File: src/rtl/ahbl_sram_slave.sv
// AHB-Lite slave bridging a 2^AW-byte window onto a single-port synchronous SRAM.
// Writes commit in the final data-phase cycle; a colliding read is deferred one cycle.
module ahbl_sram_slave #(
  parameter int AW          = 12,
  parameter int WAIT_STATES = 1
) (
  input  logic          HCLK,
  input  logic          HRESET,
  input  logic          HSEL,
  input  logic [31:0]   HADDR,
  input  logic [1:0]    HTRANS,
  input  logic          HWRITE,
  input  logic [2:0]    HSIZE,
  input  logic          HREADY,
  input  logic [31:0]   HWDATA,
  output logic [31:0]   HRDATA,
  output logic          HREADYOUT,
  output logic          HRESP,
  output logic          SRAM_EN,
  output logic [3:0]    SRAM_WE,
  output logic [AW-3:0] SRAM_A,
  output logic [31:0]   SRAM_DI,
  input  logic [31:0]   SRAM_DO
);

  typedef enum logic [1:0] {IDLE, WAIT, ERR1, ERR2} state_t;

  state_t        state, next_state;
  logic [3:0]    cnt;
  logic [AW-3:0] wa_q;
  logic [3:0]    lanes_q;
  logic          wr_q;
  logic          defer_q;
  logic          cap_q;
  logic [31:0]   hrdata_q;

  logic          size_err;
  logic [3:0]    lanes;
  logic          phase_done;
  logic          take;
  logic          commit;
  logic          rd_now;
  logic          defer_now;
  logic          rd_issue;

  // Address bits above the window and the SEQ/NONSEQ distinction are irrelevant here.
  logic unused_bits;
  assign unused_bits = ^{HADDR[31:AW], HTRANS[0]};

  assign size_err = (HSIZE > 3'd2) ||
                    (HSIZE == 3'd1 && HADDR[0]) ||
                    (HSIZE == 3'd2 && HADDR[1:0] != 2'b00);

  // NOTE: every signal written in an always_comb gets a default first, so no
  // path leaves it unassigned and no latch is inferred.
  always_comb begin
    lanes = 4'b0000;
    case (HSIZE)
      3'd0:    lanes = 4'b0001 << HADDR[1:0];
      3'd1:    lanes = HADDR[1] ? 4'b1100 : 4'b0011;
      3'd2:    lanes = 4'b1111;
      default: lanes = 4'b0000;
    endcase
  end

  // A new address phase may only be taken in a cycle where this slave is ready.
  assign phase_done = (state == IDLE) || (state == ERR2) ||
                      (state == WAIT && cnt == 4'd0);
  assign take       = HSEL && HTRANS[1] && HREADY && phase_done && !HRESET;
  assign commit     = (state == WAIT) && (cnt == 4'd0) && wr_q;
  assign rd_now     = take && !size_err && !HWRITE && !commit;
  assign defer_now  = take && !size_err && !HWRITE && commit;
  assign rd_issue   = rd_now || (state == WAIT && defer_q);

  always_comb begin
    next_state = state;
    HREADYOUT  = 1'b1;
    HRESP      = 1'b0;
    SRAM_EN    = 1'b0;
    SRAM_WE    = 4'b0000;
    SRAM_A     = HADDR[AW-1:2];
    SRAM_DI    = HWDATA;

    case (state)
      IDLE, ERR2: begin
        HREADYOUT = 1'b1;
        HRESP     = (state == ERR2);
        if (take) next_state = size_err ? ERR1 : WAIT;
        else      next_state = IDLE;
      end
      WAIT: begin
        HREADYOUT = (cnt == 4'd0);
        if (cnt == 4'd0) begin
          if (take) next_state = size_err ? ERR1 : WAIT;
          else      next_state = IDLE;
        end
      end
      ERR1: begin
        HREADYOUT  = 1'b0;
        HRESP      = 1'b1;
        next_state = ERR2;
      end
      default: next_state = IDLE;
    endcase

    // The committing write owns the SRAM; reads use it only when it is free.
    if (commit) begin
      SRAM_EN = 1'b1;
      SRAM_WE = lanes_q;
      SRAM_A  = wa_q;
    end else if (state == WAIT && defer_q) begin
      SRAM_EN = 1'b1;
      SRAM_A  = wa_q;
    end else if (rd_now) begin
      SRAM_EN = 1'b1;
    end

    if (HRESET) begin
      SRAM_EN = 1'b0;
      SRAM_WE = 4'b0000;
    end
  end

  // NOTE: sequential state is updated with non-blocking assignments only, so
  // every register samples the pre-edge values regardless of statement order.
  always_ff @(posedge HCLK) begin
    if (HRESET) state <= IDLE;
    else        state <= next_state;
  end

  always_ff @(posedge HCLK) begin
    if (HRESET) begin
      cnt      <= 4'd0;
      wa_q     <= '0;
      lanes_q  <= 4'b0000;
      wr_q     <= 1'b0;
      defer_q  <= 1'b0;
      cap_q    <= 1'b0;
      hrdata_q <= 32'h0;
    end else begin
      if (take && !size_err)
        cnt <= defer_now ? 4'(WAIT_STATES + 1) : 4'(WAIT_STATES);
      else if (state == WAIT && cnt != 4'd0)
        cnt <= cnt - 4'd1;

      if (take) begin
        wa_q    <= HADDR[AW-1:2];
        lanes_q <= lanes;
        wr_q    <= HWRITE && !size_err;
      end

      defer_q <= defer_now;
      cap_q   <= rd_issue;
      if (cap_q) hrdata_q <= SRAM_DO;
    end
  end

  assign HRDATA = hrdata_q;

endmodule

File: config.mk
export PLATFORM = sky130hd
export DESIGN_NAME = ahbl_sram_slave
export DESIGN_NICKNAME = d
export VERILOG_FILES = /design/src/rtl/ahbl_sram_slave.sv
export SDC_FILE = /design/constraint.sdc
export NUM_CORES = 1
export LEC_CHECK = 0
export ABC_AREA = 1
export ABC_CLOCK_PERIOD_IN_PS = 1600
export CORE_MARGIN = 2
export CORE_UTILIZATION = 32
export CTS_CLUSTER_DIAMETER = 30
export CTS_CLUSTER_SIZE = 10
export DETAILED_ROUTE_END_ITERATION = 16
export GPL_TIMING_DRIVEN = 0
export PLACE_DENSITY_LB_ADDON = 0.2
export SKIP_LAST_GASP = 1
export SYNTH_ARGS = -nofsm -noshare
export SYNTH_HDL_FRONTEND = slang
export SYNTH_SLANG_ARGS = --single-unit
File: constraint.sdc
create_clock -name HCLK -period 1.6 [get_ports HCLK]
set_input_delay 0.32 -clock HCLK [delete_from_list [all_inputs] [get_ports HCLK]]
set_output_delay 0.32 -clock HCLK [all_outputs]
set_load 0.01 [all_outputs]
== Word level (Yosys, flattened, before mapping) ==
Index checks and enable logic that the tools add are counted.
Word-level totals
  register bits after elaboration: 55
  input bits: 106
  output and inout bits: 81
  word-level logic and storage cells: 67
Cells by class
  $add $sub $neg: 1
  $lt $le $gt $ge: 1
  eq/ne operators: 6
  shift-type cells: 1
  mux-type cells: 19
  reduce and logical (&&, ||, !) cells: 31
Operators by type and width (count)
  2-to-1 mux 10 bit: 2
  2-to-1 mux 4 bit: 5
  logical AND 1 bit: 15
  case mux 4 bit (3 select lines): 1
  2-to-1 mux 2 bit: 4
  case mux 2 bit (3 select lines): 1
  logical OR 1 bit: 5
  == test 2 bit, second input constant: 2
  logical NOT 1 bit: 4
  logical NOT 4 bit: 1
  2-to-1 mux 1 bit: 4
  nonzero test 2 bit: 2
  nonzero test 4 bit: 1
  << shifter 1 x 2 -> 4 bit, first input constant: 1
  subtractor 4 x 1 -> 4 bit, second input constant: 1
  == test 3 x 1 -> 1 bit, second input constant: 1
  == test 3 x 2 -> 1 bit, second input constant: 1
  > comparator 3 x 2 -> 1 bit, second input constant: 1
  logical NOT 3 bit: 1
  case mux 1 bit (3 select lines): 1
  == test 2 x 1 -> 1 bit, second input constant: 1
  logical NOT 2 bit: 1
  inequality test 2 x 1 -> 1 bit, second input constant: 1
  case mux 1 bit (2 select lines): 1
  OR reduction 2 bit: 1

== Depth between registers and ports, before layout ==
Gate-level depths: netlist of run 1.
  depth after elaboration: 12
  mapped depth: 10

== Worst setup path before layout of run 1 ==
Ideal clock, no wire load.
  path type: register -> output
  start point: reg state[1]
  end point: out SRAM_A[0]
  arrival: 1.368 ns
  data required time: 1.280 ns
  path slack: -0.088 ns
  cell stages (with the launch flop): 9
  path buffers: 1
  cell sequence: dfxtp_1 > inv_1 > ha_1 > nand4_1 > nand2_1 > inv_1 > buf_2 > nand2_1 > o21ai_1
On the way
  longest elaborated chain between the ends: 4
  elaborated cells between the ends (all ways): 6
  classes of those cells: 1 x eq/ne; 2 x mux; 3 x reduce/logical
RTL lines
  start, declared: line 28  | state_t state, next_state;
  start signal, assigned: line 128  | else state <= next_state;
  == test 2 x 1 -> 1 bit *: line 70, 111
  logical AND 1 bit (on tied branches): line 111, 70
  2-to-1 mux 10 bit / logical AND 1 bit (equally long branches): line 111, 70
  2-to-1 mux 10 bit *: line 107  | if (commit) begin
  end, declared: line 21  | output logic [AW-3:0] SRAM_A,
Every way passes the cells marked *; elsewhere a longest branch is shown, timed or not.

== Final worst setup path of run 1 ==
  start point: in HSIZE[2]
  end point: out SRAM_EN
On the way
  longest elaborated chain between the ends: 12
  elaborated cells between the ends (all ways): 15
  classes of those cells: 1 x order compare; 2 x eq/ne; 4 x mux; 8 x reduce/logical
RTL lines
  start, declared: line 13  | input logic [2:0] HSIZE,
  branches (longest 3 deep; another with > comparator 3 x 2 -> 1 bit)
  logical OR 1 bit *: line 51  | (HSIZE == 3'd1 && HADDR[0]) ||
  logical NOT 1 bit *: line 71  | assign rd_now = take && !size_err && !HWRITE && !commit;
  logical AND 1 bit * (3 in series): line 71
  2-to-1 mux 1 bit *: line 114  | end else if (rd_now) begin
  2-to-1 mux 1 bit *: line 111  | end else if (state == WAIT && defer_q) begin
  2-to-1 mux 1 bit *: line 107
  2-to-1 mux 1 bit *: line 118  | if (HRESET) begin
  end, declared: line 19  | output logic SRAM_EN,
Every way passes the cells marked *.

==> results.yml, run 1 <==
timing:
  fin_hold_ws_ns: 0.470
  drv_slew: 0
  fmaxAchievable_ghz: 0.509
  worst_slew_pin_slew_ns: 0.466
  max_slew_margin: 0.689
  rsz0062_at_grt: "yes"
  post-route-worst-setup-slack_ns: -0.366
  finalHoldViolCount: 0
  fin_tns_setup_ns: -4.96
  setup-violations-final: 17
  fin_skew_ns: 0.00871
  fin_crit_sh: 1.23
  layout_min_cycle_time_ns: 1.97
worst_setup_path:
  crit_fanout: 3
  arrival_ns: 1.65
  r2r_setup_slack_ns: 0.08
  critPathKind: "input pin to output pin"
  r2r-end: "cnt[1]"
  end_kind: "output pin"
  rr_startpoint: "state[1]"
  setup.worst_path.start_class: "input pin"
  worstPathRequired_ns: 1.28
  reg2reg_depth: 10
placed_design:
  place_hpwl_um: 5310
  pre_cts_slack_ns: -1.08
  gp_congestion: 0.782
  numPortBuffers: 133
  post_dp_cell_area_um2: 4160
cts:
  htree_levels: 2
  cts.sinks: 55
  cts_buffers: 5
  clkLatencyLatePin_ns: 0.30
  cts_root_buffer: "clkbuf_8"
  cts_tree: "done"
  clkSlewWorstSetupHoldPaths_ns: 0.10
  clockBufferDepth: 2
pwr:
  peakVddDrop_v: 0.000505
  pwr_density_cell_nw_per_um2: 632
  total_power_w: 0.00285
  p_leak_nw: 1.95
synthesis:
  synth_area_per_cell_um2: 7.44
  yosysWarningCount: 0
  synth-edff-count: 0
  synth_seq_cells: 55
  synth_nets: 467
  synth.most_common_cell: "nor2_1"
  synth_top_area_frac: 0.417
  synth_cells: 355
  ys.flop_type: "dfxtp_1"
  ys_seq_area_frac: 0.417
  synth_cell_types: 28
  synthArstFlopShare: 0
  synth_largest_area_cell: "dfxtp_1"
  synth.area.top_cells: "dfxtp_1, nor2_1, o21ai_0, buf_4, nand2_1"
  synth_common_cells: "nor2_1, o21ai_0, dfxtp_1"
  syn-cell-area_um2: 2640
min_path:
  hp-class: "input pin to flip-flop"
  worstHoldEndpoint: "lanes_q[1]"
  worstHoldStart: "HADDR[1]"
  holdPathStages: 4
final_layout:
  fin_area_um2: 4510
  final_layout_size_suffix_gt1_frac: 0.250
  num-nets-final: 622
  area_delta_synth_final_pct: 70.9
outcome:
  run_status: "finished, violations left"
  violations: "setup timing"
grt:
  grt_usage: 0.148
  grt_overflow: 0
  antenna_found_initial: 1
  grt_pass1_wl_um: 10800
  grt_start_max_net_pins: 17
  grt_pass1_vias: 2430
floorplanning:
  die_width_um: 94.8
  die_height_um: 94.8
  initial_core_util: 0.326
  dieArea_um2: 8990
  coreArea_um2: 8090
  rows: 33
  ios: 187
detailed_routing:
  wl_per_cell_um: 12.0
  num_vias: 2794
  route.detailed.drc: 0
  totalWireLength_um: 7400
  first_pass_iters: 4
  ant_nets: 0
  drt_iter0_markers: 89
  viasPerCell: 4.53
run:
  drv_cap: 0
-- metal layers --
layer	track usage	routed length, um
met1	0.189	3110
met2	0.240	3480
met3	0.0591	787
met4	0.0254	23
met5	0	0
-- cells by family (layout without fill, tap and decap cells) --
group,Yosys count,after routing,synth area share
adders and majority gates,6,6,0.0284
AOI/OAI and AO/OA,87,87,0.171
buffers and inverters,76,232,0.159
xor gates and xnor gates,1,1,0.00332
other,0,1,0
DFF,55,55,0.417
and+or+nand+nor,130,130,0.221
-- sequential cells by signal, indices dropped and copies added, names as in the netlist --
signal   count
cnt          4
lanes_q      4
wr_q         1
HRDATA      32
state        2
cap_q        1
wa_q        10
defer_q      1
-- worst max-delay path by stage --
stage,start,end,slack (ns),cells past startpoint
after floorplan,cnt[0],SRAM_A[0],-0.01,8
after global placement,HRESET,SRAM_EN,-1.08,9
after detailed placement,HRESET,SRAM_EN,-1.08,9
after CTS,state[1],SRAM_EN,-0.35,8
after global routing,HSIZE[2],SRAM_EN,-0.43,7
final,HSIZE[2],SRAM_EN,-0.37,7
-- cells in the final DEF (no fill, tap or decap), drive strengths merged --
| cell type | instances |
|---|---|
| diode | 1 |
| nand4 | 2 |
| bufinv | 1 |
| nand2 | 35 |
| inv | 29 |
| a21oi | 18 |
| nor3 | 3 |
| clkdlybuf4s15 | 4 |
| xor2 | 1 |
| dlygate4sd2 | 3 |
| o21ai | 68 |
| clkdlybuf4s50 | 111 |
| clkinv | 1 |
| a31oi | 1 |
| nand3 | 9 |
| or2 | 1 |
| nor2 | 80 |
| clkbuf | 18 |
| dlymetal6s2s | 2 |
| ha | 6 |
| buf | 63 |
| dfxtp | 55 |
-- per-stage QoR --
| stage | utilization | cells |
|---|---|---|
| floorplan | - | 355 |
| finish | 0.558 | 617 |
| detailed placement | 0.514 | 593 |
| global route | 0.558 | 617 |
| CTS | 0.538 | 607 |
| global placement | 0.514 | 593 |
-- repair_timing --
| action | in CTS | in global routing |
|---|---|---|
| pin swaps | 5 | 9 |
| resized for setup | 91 | 27 |
| gates cloned | 0 | 2 |
| endpoints found under the hold margin | 0 | 0 |
| setup endpoints to repair | 28 | 20 |
| buffers inserted | 6 | 7 |
| hold buffers | 0 | 0 |
-- worst max-delay path, cell delays in order --
cell and delay [ns]:
clkdlybuf4s50_1 0.52, a21oi_2 0.23, nand3_4 0.14, nor2_8 0.10, nand2_2 0.07, a21oi_4 0.15
buf_6 0.12
-- where the power goes --
| part | switching (W) | leakage [nW] | internal (W) |
|---|---|---|---|
| Combinational | 0.000200 | 1.44 | 0.000312 |
| Sequential | 0.00000890 | 0.447 | 0.00139 |
| Clock | 0.000440 | 0.0612 | 0.000507 |
| Total | 0.000649 | 1.95 | 0.00220 |
-- area by class of cell --
class                           count  area [um2]
Antenna cell                        1        2.50
Buffer                             47         330
Clock buffer                        6        82.6
Clock inverter                      2        35.0
Fill cell                         782        3580
Inverter                           29         114
Multi-Input combinational cell    224        1280
Sequential cell                    55        1110
Tap cell                          105         131
Timing Repair Buffer              148        1430
Note: power is estimated with default switching activity, not from simulation.
==> inputs of run 2 (changes only) <==
Settings changed: PLACE_DENSITY set to 0.78, PLACE_DENSITY_LB_ADDON 0.2 to not set.
==> run 2 against run 1 <==
The run still ends with setup timing left. Worst setup slack better by 0.039 ns. Cell area shrank 0.75%. First-iteration DRC count up 17%. Wire length is 1.8% higher. Clock skew down 0.0034 ns. Clock power is 25% lower. Die area stayed put. Critical path depth is 1 higher. Global-route usage grew 1.4 points. Sequential share of layout area is 0.19 points higher. Total power shrank 8.3%. Fmax is 2.0% higher. Largest cell class unchanged. Highest routed layer unchanged.
==> results.yml, run 2 (synthesis results as in run 1) <==
placed_design:
  post_dp_cell_area_um2: 4160
  place_hpwl_um: 5590
  gp_congestion: 0.843
  numPortBuffers: 133
detailed_routing:
  totalWireLength_um: 7540
  drt_iter0_markers: 104
  ant_nets: 0
  route.detailed.drc: 0
  num_vias: 2832
  wl_per_cell_um: 12.3
  viasPerCell: 4.62
  first_pass_iters: 4
grt:
  antenna_found_initial: 0
  grt_start_max_net_pins: 16
  grt_pass1_wl_um: 11900
  grt_pass1_vias: 2641
  grt_overflow: 0
  grt_usage: 0.162
final_layout:
  antenna_cells: 0
  num-nets-final: 621
  final_common_cell: "clkdlybuf4s50_1"
  largest_reg_flops: 32
  area_delta_synth_final_pct: 69.6
  nFillCells: 747
  fin_area_um2: 4480
  layout_common_cells: "clkdlybuf4s50_1, nor2_1, o21ai_0"
  final_layout_size_suffix_gt1_frac: 0.256
outcome:
  violations: "setup timing"
  run_status: "finished, violations left"
floorplanning:
  rows: 33
  dieArea_um2: 8990
  die_height_um: 94.8
  ios: 187
  die_width_um: 94.8
  coreArea_um2: 8090
  initial_core_util: 0.326
pwr:
  peakVddDrop_v: 0.000444
  p_leak_nw: 1.92
  pwr_density_cell_nw_per_um2: 584
  total_power_w: 0.00262
cts:
  htree_levels: 2
  cts_root_buffer: "clkbuf_8"
  clockBufferDepth: 2
  clkLatencyLatePin_ns: 0.29
  cts_buffers: 5
  cts.sinks: 55
  clkSlewWorstSetupHoldPaths_ns: 0.09
  cts_tree: "done"
run:
  drv_cap: 0
timing:
  fmaxAchievable_ghz: 0.519
  layout_min_cycle_time_ns: 1.93
  drv_slew: 0
  rsz0062_at_grt: "yes"
  fin_hold_ws_ns: 0.476
  fin_crit_sh: 1.20
  fin_skew_ns: 0.00532
  worst_slew_pin_slew_ns: 0.458
  finalHoldViolCount: 0
  post-route-worst-setup-slack_ns: -0.328
  setup-violations-final: 17
  max_slew_margin: 0.695
worst_setup_path:
  r2r-end: "cnt[0]"
  reg2reg_depth: 10
  worstPathRequired_ns: 1.28
  arrival_ns: 1.61
  crit_fanout: 6
  rr_startpoint: "state[1]"
  setup.worst_path.start_class: "flip-flop"
  critPathKind: "flip-flop to output pin"
  r2r_setup_slack_ns: 0.10
  end_kind: "output pin"
min_path:
  worstHoldEndpoint: "wa_q[1]"
  hp-class: "flip-flop to flip-flop"
  worstHoldStart: "wa_q[1]"
  holdPathStages: 2
-- run 2: cell types whose count changed in the layout (fill, tap and decap cells not counted), moves of 2 or more --
cell / before / now
o21ai_2: 12 / 10
dlymetal6s2s_1: 2 / 0
dlygate4sd2_1: 3 / 6
nand2_1: 26 / 21
o21ai_4: 0 / 2
o21ai_0: 56 / 54
buf_6: 5 / 9
o21ai_1: 0 / 2
clkdlybuf4s15_2: 4 / 2
nand3_1: 4 / 6
nand2_2: 5 / 9
-- run 2: timing repair --
item | 4_1_cts | 5_1_grt
gates resized for setup | 111 | 20
gates cloned | 2 | 0
buffers inserted | 9 | 4
pin swaps | 7 | 6
hold buffers | 0 | 0
endpoints found under the setup margin | 24 | 27
hold endpoints to repair | 0 | 0
-- run 2: worst max path at each step --
stage | startpoint | endpoint | slack (ns) | cells past startpoint
global route | state[1] | SRAM_A[1] | -0.42 | 8
CTS | state[1] | SRAM_A[0] | -0.32 | 8
global placement | HRESET | SRAM_EN | -1.04 | 9
finish | state[1] | SRAM_A[9] | -0.33 | 8
detailed placement | HRESET | SRAM_EN | -1.05 | 9
floorplan | cnt[0] | SRAM_A[0] | -0.01 | 8
-- run 2: critical path, stage by stage (launching register included) --
cell and delay, ns:
dfxtp_2 0.33, inv_2 0.07, ha_4 0.17, nand4_1 0.14, nand2_1 0.13, inv_4 0.08, buf_6 0.14, o21ai_2 0.11
buf_2 0.15
-- run 2: area by class of cell --
type | instances | area (um2) | share of cell area
buffer | 46 | 327 | 0.0729
multi-input combinational | 224 | 1300 | 0.291
inverter | 29 | 111 | 0.0249
tap | 105 | 131 | 0.0293
sequential | 55 | 1110 | 0.248
timing repair buffer | 148 | 1420 | 0.317
clock buffer | 5 | 68.8 | 0.0154
clock inverter | 1 | 7.51 | 0.00168
-- run 2: report_power, final --
part	total, W	switching (W)	internal [W]	leakage, nW
Sequential	0.00139	0.00000861	0.00138	0.447
Clock	0.000710	0.000418	0.000292	0.0361
Combinational	0.000512	0.000199	0.000313	1.44
-- run 2: stage by stage --
stage | std cells | setup slack (ns) | util | TNS [ns]
final | 613 | -0.328 | 0.553 | -4.38
after global routing | 613 | -0.417 | 0.553 | -5.79
after CTS | 610 | -0.320 | 0.542 | -4.11
after detailed placement | 593 | -1.05 | 0.514 | -23.30
after global placement | 593 | -1.04 | 0.514 | -21.55
after floorplan | 355 | -0.00985 | - | -0.0887
-- run 2: per-layer routing --
layer | track usage | share of wire | wire length [um]
met1 | 0.187 | 0.39 | 2900
met2 | 0.295 | 0.52 | 3930
met3 | 0.0391 | 0.081 | 613
met4 | 0.0471 | 0.012 | 90
met5 | 0 | 0 | 0
==> inputs of run 3 (changes only) <==
Settings changed: SETUP_SLACK_MARGIN set to 0.15.
==> run 3 against run 2 <==
The flow still finishes with violations (setup timing). Combinational power rose by 17%. Sequential cell count is the same. Critical path depth did not move. Total power increased by 14%. Clock power rose by 41%. Hold slack got worse by 0.013 ns. Core utilization up 5.1 points. Register-to-register slack lost 0.39 ns. Via count increased by 1.1%. Worst setup slack got worse by 0.073 ns. Wire length grew 12%.
==> results.yml, run 3 (synthesis results as in run 1) <==
floorplanning:
  initial_core_util: 0.326
  coreArea_um2: 8090
  die_height_um: 94.8
  dieArea_um2: 8990
  die_width_um: 94.8
  rows: 33
  ios: 187
detailed_routing:
  totalWireLength_um: 8420
  drt_iter0_markers: 69
  wl_per_cell_um: 13.6
  ant_nets: 0
  viasPerCell: 4.61
  num_vias: 2863
  first_pass_iters: 4
  route.detailed.drc: 0
min_path:
  hp-class: "input pin to flip-flop"
run:
  drv_cap: 0
cts:
  cts_buffers: 5
  cts_hold_buf: 0
  clockBufferDepth: 2
  cts.sinks: 55
  cts_tree: "done"
  clkSlewWorstSetupHoldPaths_ns: 0.11
  clkLatencyLatePin_ns: 0.31
  cts_root_buffer: "clkbuf_8"
  htree_levels: 2
placed_design:
  pre_cts_slack_ns: -1.11
  place_inst: 593
  numPortBuffers: 133
  place_hpwl_um: 5660
  gp_congestion: 0.809
pwr:
  p_leak_nw: 2.23
  peakVddDrop_v: 0.000397
  pwr_density_cell_nw_per_um2: 611
  total_power_w: 0.00299
final_layout:
  num-nets-final: 627
  final_layout_size_suffix_gt1_frac: 0.328
  fin_cells: 621
  antenna_cells: 0
  layout_common_cells: "clkdlybuf4s50_1, nor2_1, dfxtp_1"
  fin_util: 0.605
  final_common_cell: "clkdlybuf4s50_1"
  largest_reg_flops: 32
  area_delta_synth_final_pct: 85.4
worst_setup_path:
  crit_path_max_incr_delay_ns: 0.37
  r2r_setup_slack_ns: -0.29
  worst-path-buf-inv: 4
  cp_cell_sequence: "inv_4 -> ha_4 -> nand4_1 -> nand2_2 -> inv_6 -> buf_12 -> a21oi_4 -> buf_6"
  critPathKind: "flip-flop to output pin"
  worstPathRequired_ns: 1.28
  crit_fanout: 5
  arrival_ns: 1.68
  setup.worst_path.start_class: "flip-flop"
  end_kind: "output pin"
  cp_slowest_cell: "dfxtp_4"
  cp_top_family: "buffers and inverters"
grt:
  grt_pass1_wl_um: 12100
  grt_pass1_vias: 2681
  antenna_found_initial: 0
  grt_usage: 0.169
  grt_start_max_net_pins: 18
  grt_overflow: 0
timing:
  fmaxAchievable_ghz: 0.500
  post-route-worst-setup-slack_ns: -0.401
  finalHoldViolCount: 0
  drv_slew: 0
  rsz0062_at_grt: "yes"
  fin_crit_sh: 1.25
  worst_slew_pin_slew_ns: 0.431
  setup-violations-final: 29
  fin_skew_ns: 0.00740
  max_slew_margin: 0.713
  layout_min_cycle_time_ns: 2.00
outcome:
  violations: "setup timing"
  run_status: "finished, violations left"
## run 3: what timing repair did
item	CTS	global route
resized for setup	153	70
buffers inserted	11	6
pin swaps	10	12
endpoints found under the setup margin	82	41
endpoints found under the hold margin	0	0
gates cloned	2	1
## run 3: final timing paths
check,start,end,cells after the start
worst max-delay path,cnt[0],SRAM_EN,8
worst min-delay path,HADDR[0],lanes_q[2],4
worst max register to register,state[1],wa_q[2],13
worst min register to register,lanes_q[3],lanes_q[3],2
## run 3: worst reg2reg max path, stage by stage (launching register included)
cell     delay (ns)
dfxtp_2        0.35
inv_2          0.05
buf_4          0.13
ha_4           0.23
nand2_4        0.08
nand2_4        0.07
buf_6          0.12
buf_6          0.11
buf_6          0.10
buf_6          0.10
buf_6          0.13
buf_16         0.14
o21ai_4        0.15
a21oi_2        0.04
## run 3: through the flow
step	hold slack [ns]	TNS (ns)	cell area, um2
finish	0.463	-8.20	4890
CTS	0.479	-4.95	4600
detailed placement	0.461	-24.35	4280
global placement	0.459	-23.00	4280
floorplan	0.382	0	2820
global route	0.466	-10.29	4890
## run 3: area by class of cell
| type | instances | area, um2 |
|---|---|---|
| repair buffers | 153 | 1530 |
| plain buffers | 47 | 357 |
| flip-flops and latches | 55 | 1110 |
| clock buffers | 6 | 82.6 |
| fillers | 700 | 3200 |
| clock inverters | 2 | 38.8 |
| inverters | 29 | 116 |
| multi-input cells | 224 | 1530 |
| well taps | 105 | 131 |
## run 3: report_power, final
group          total [W]  switching [W]  internal (W)
logic           0.000597       0.000244      0.000354
registers        0.00139     0.00000912       0.00139
clock network    0.00100       0.000484      0.000516
total            0.00299       0.000737       0.00225
## run 3: per-layer routing
metal / GRT usage / vias up / wire [um]
li1: - / 1421 / -
met1: 0.188 / 1321 / 3120
met2: 0.309 / 110 / 4430
met3: 0.0567 / 11 / 737
met4: 0.0435 / 0 / 129
met5: 0 / - / 0
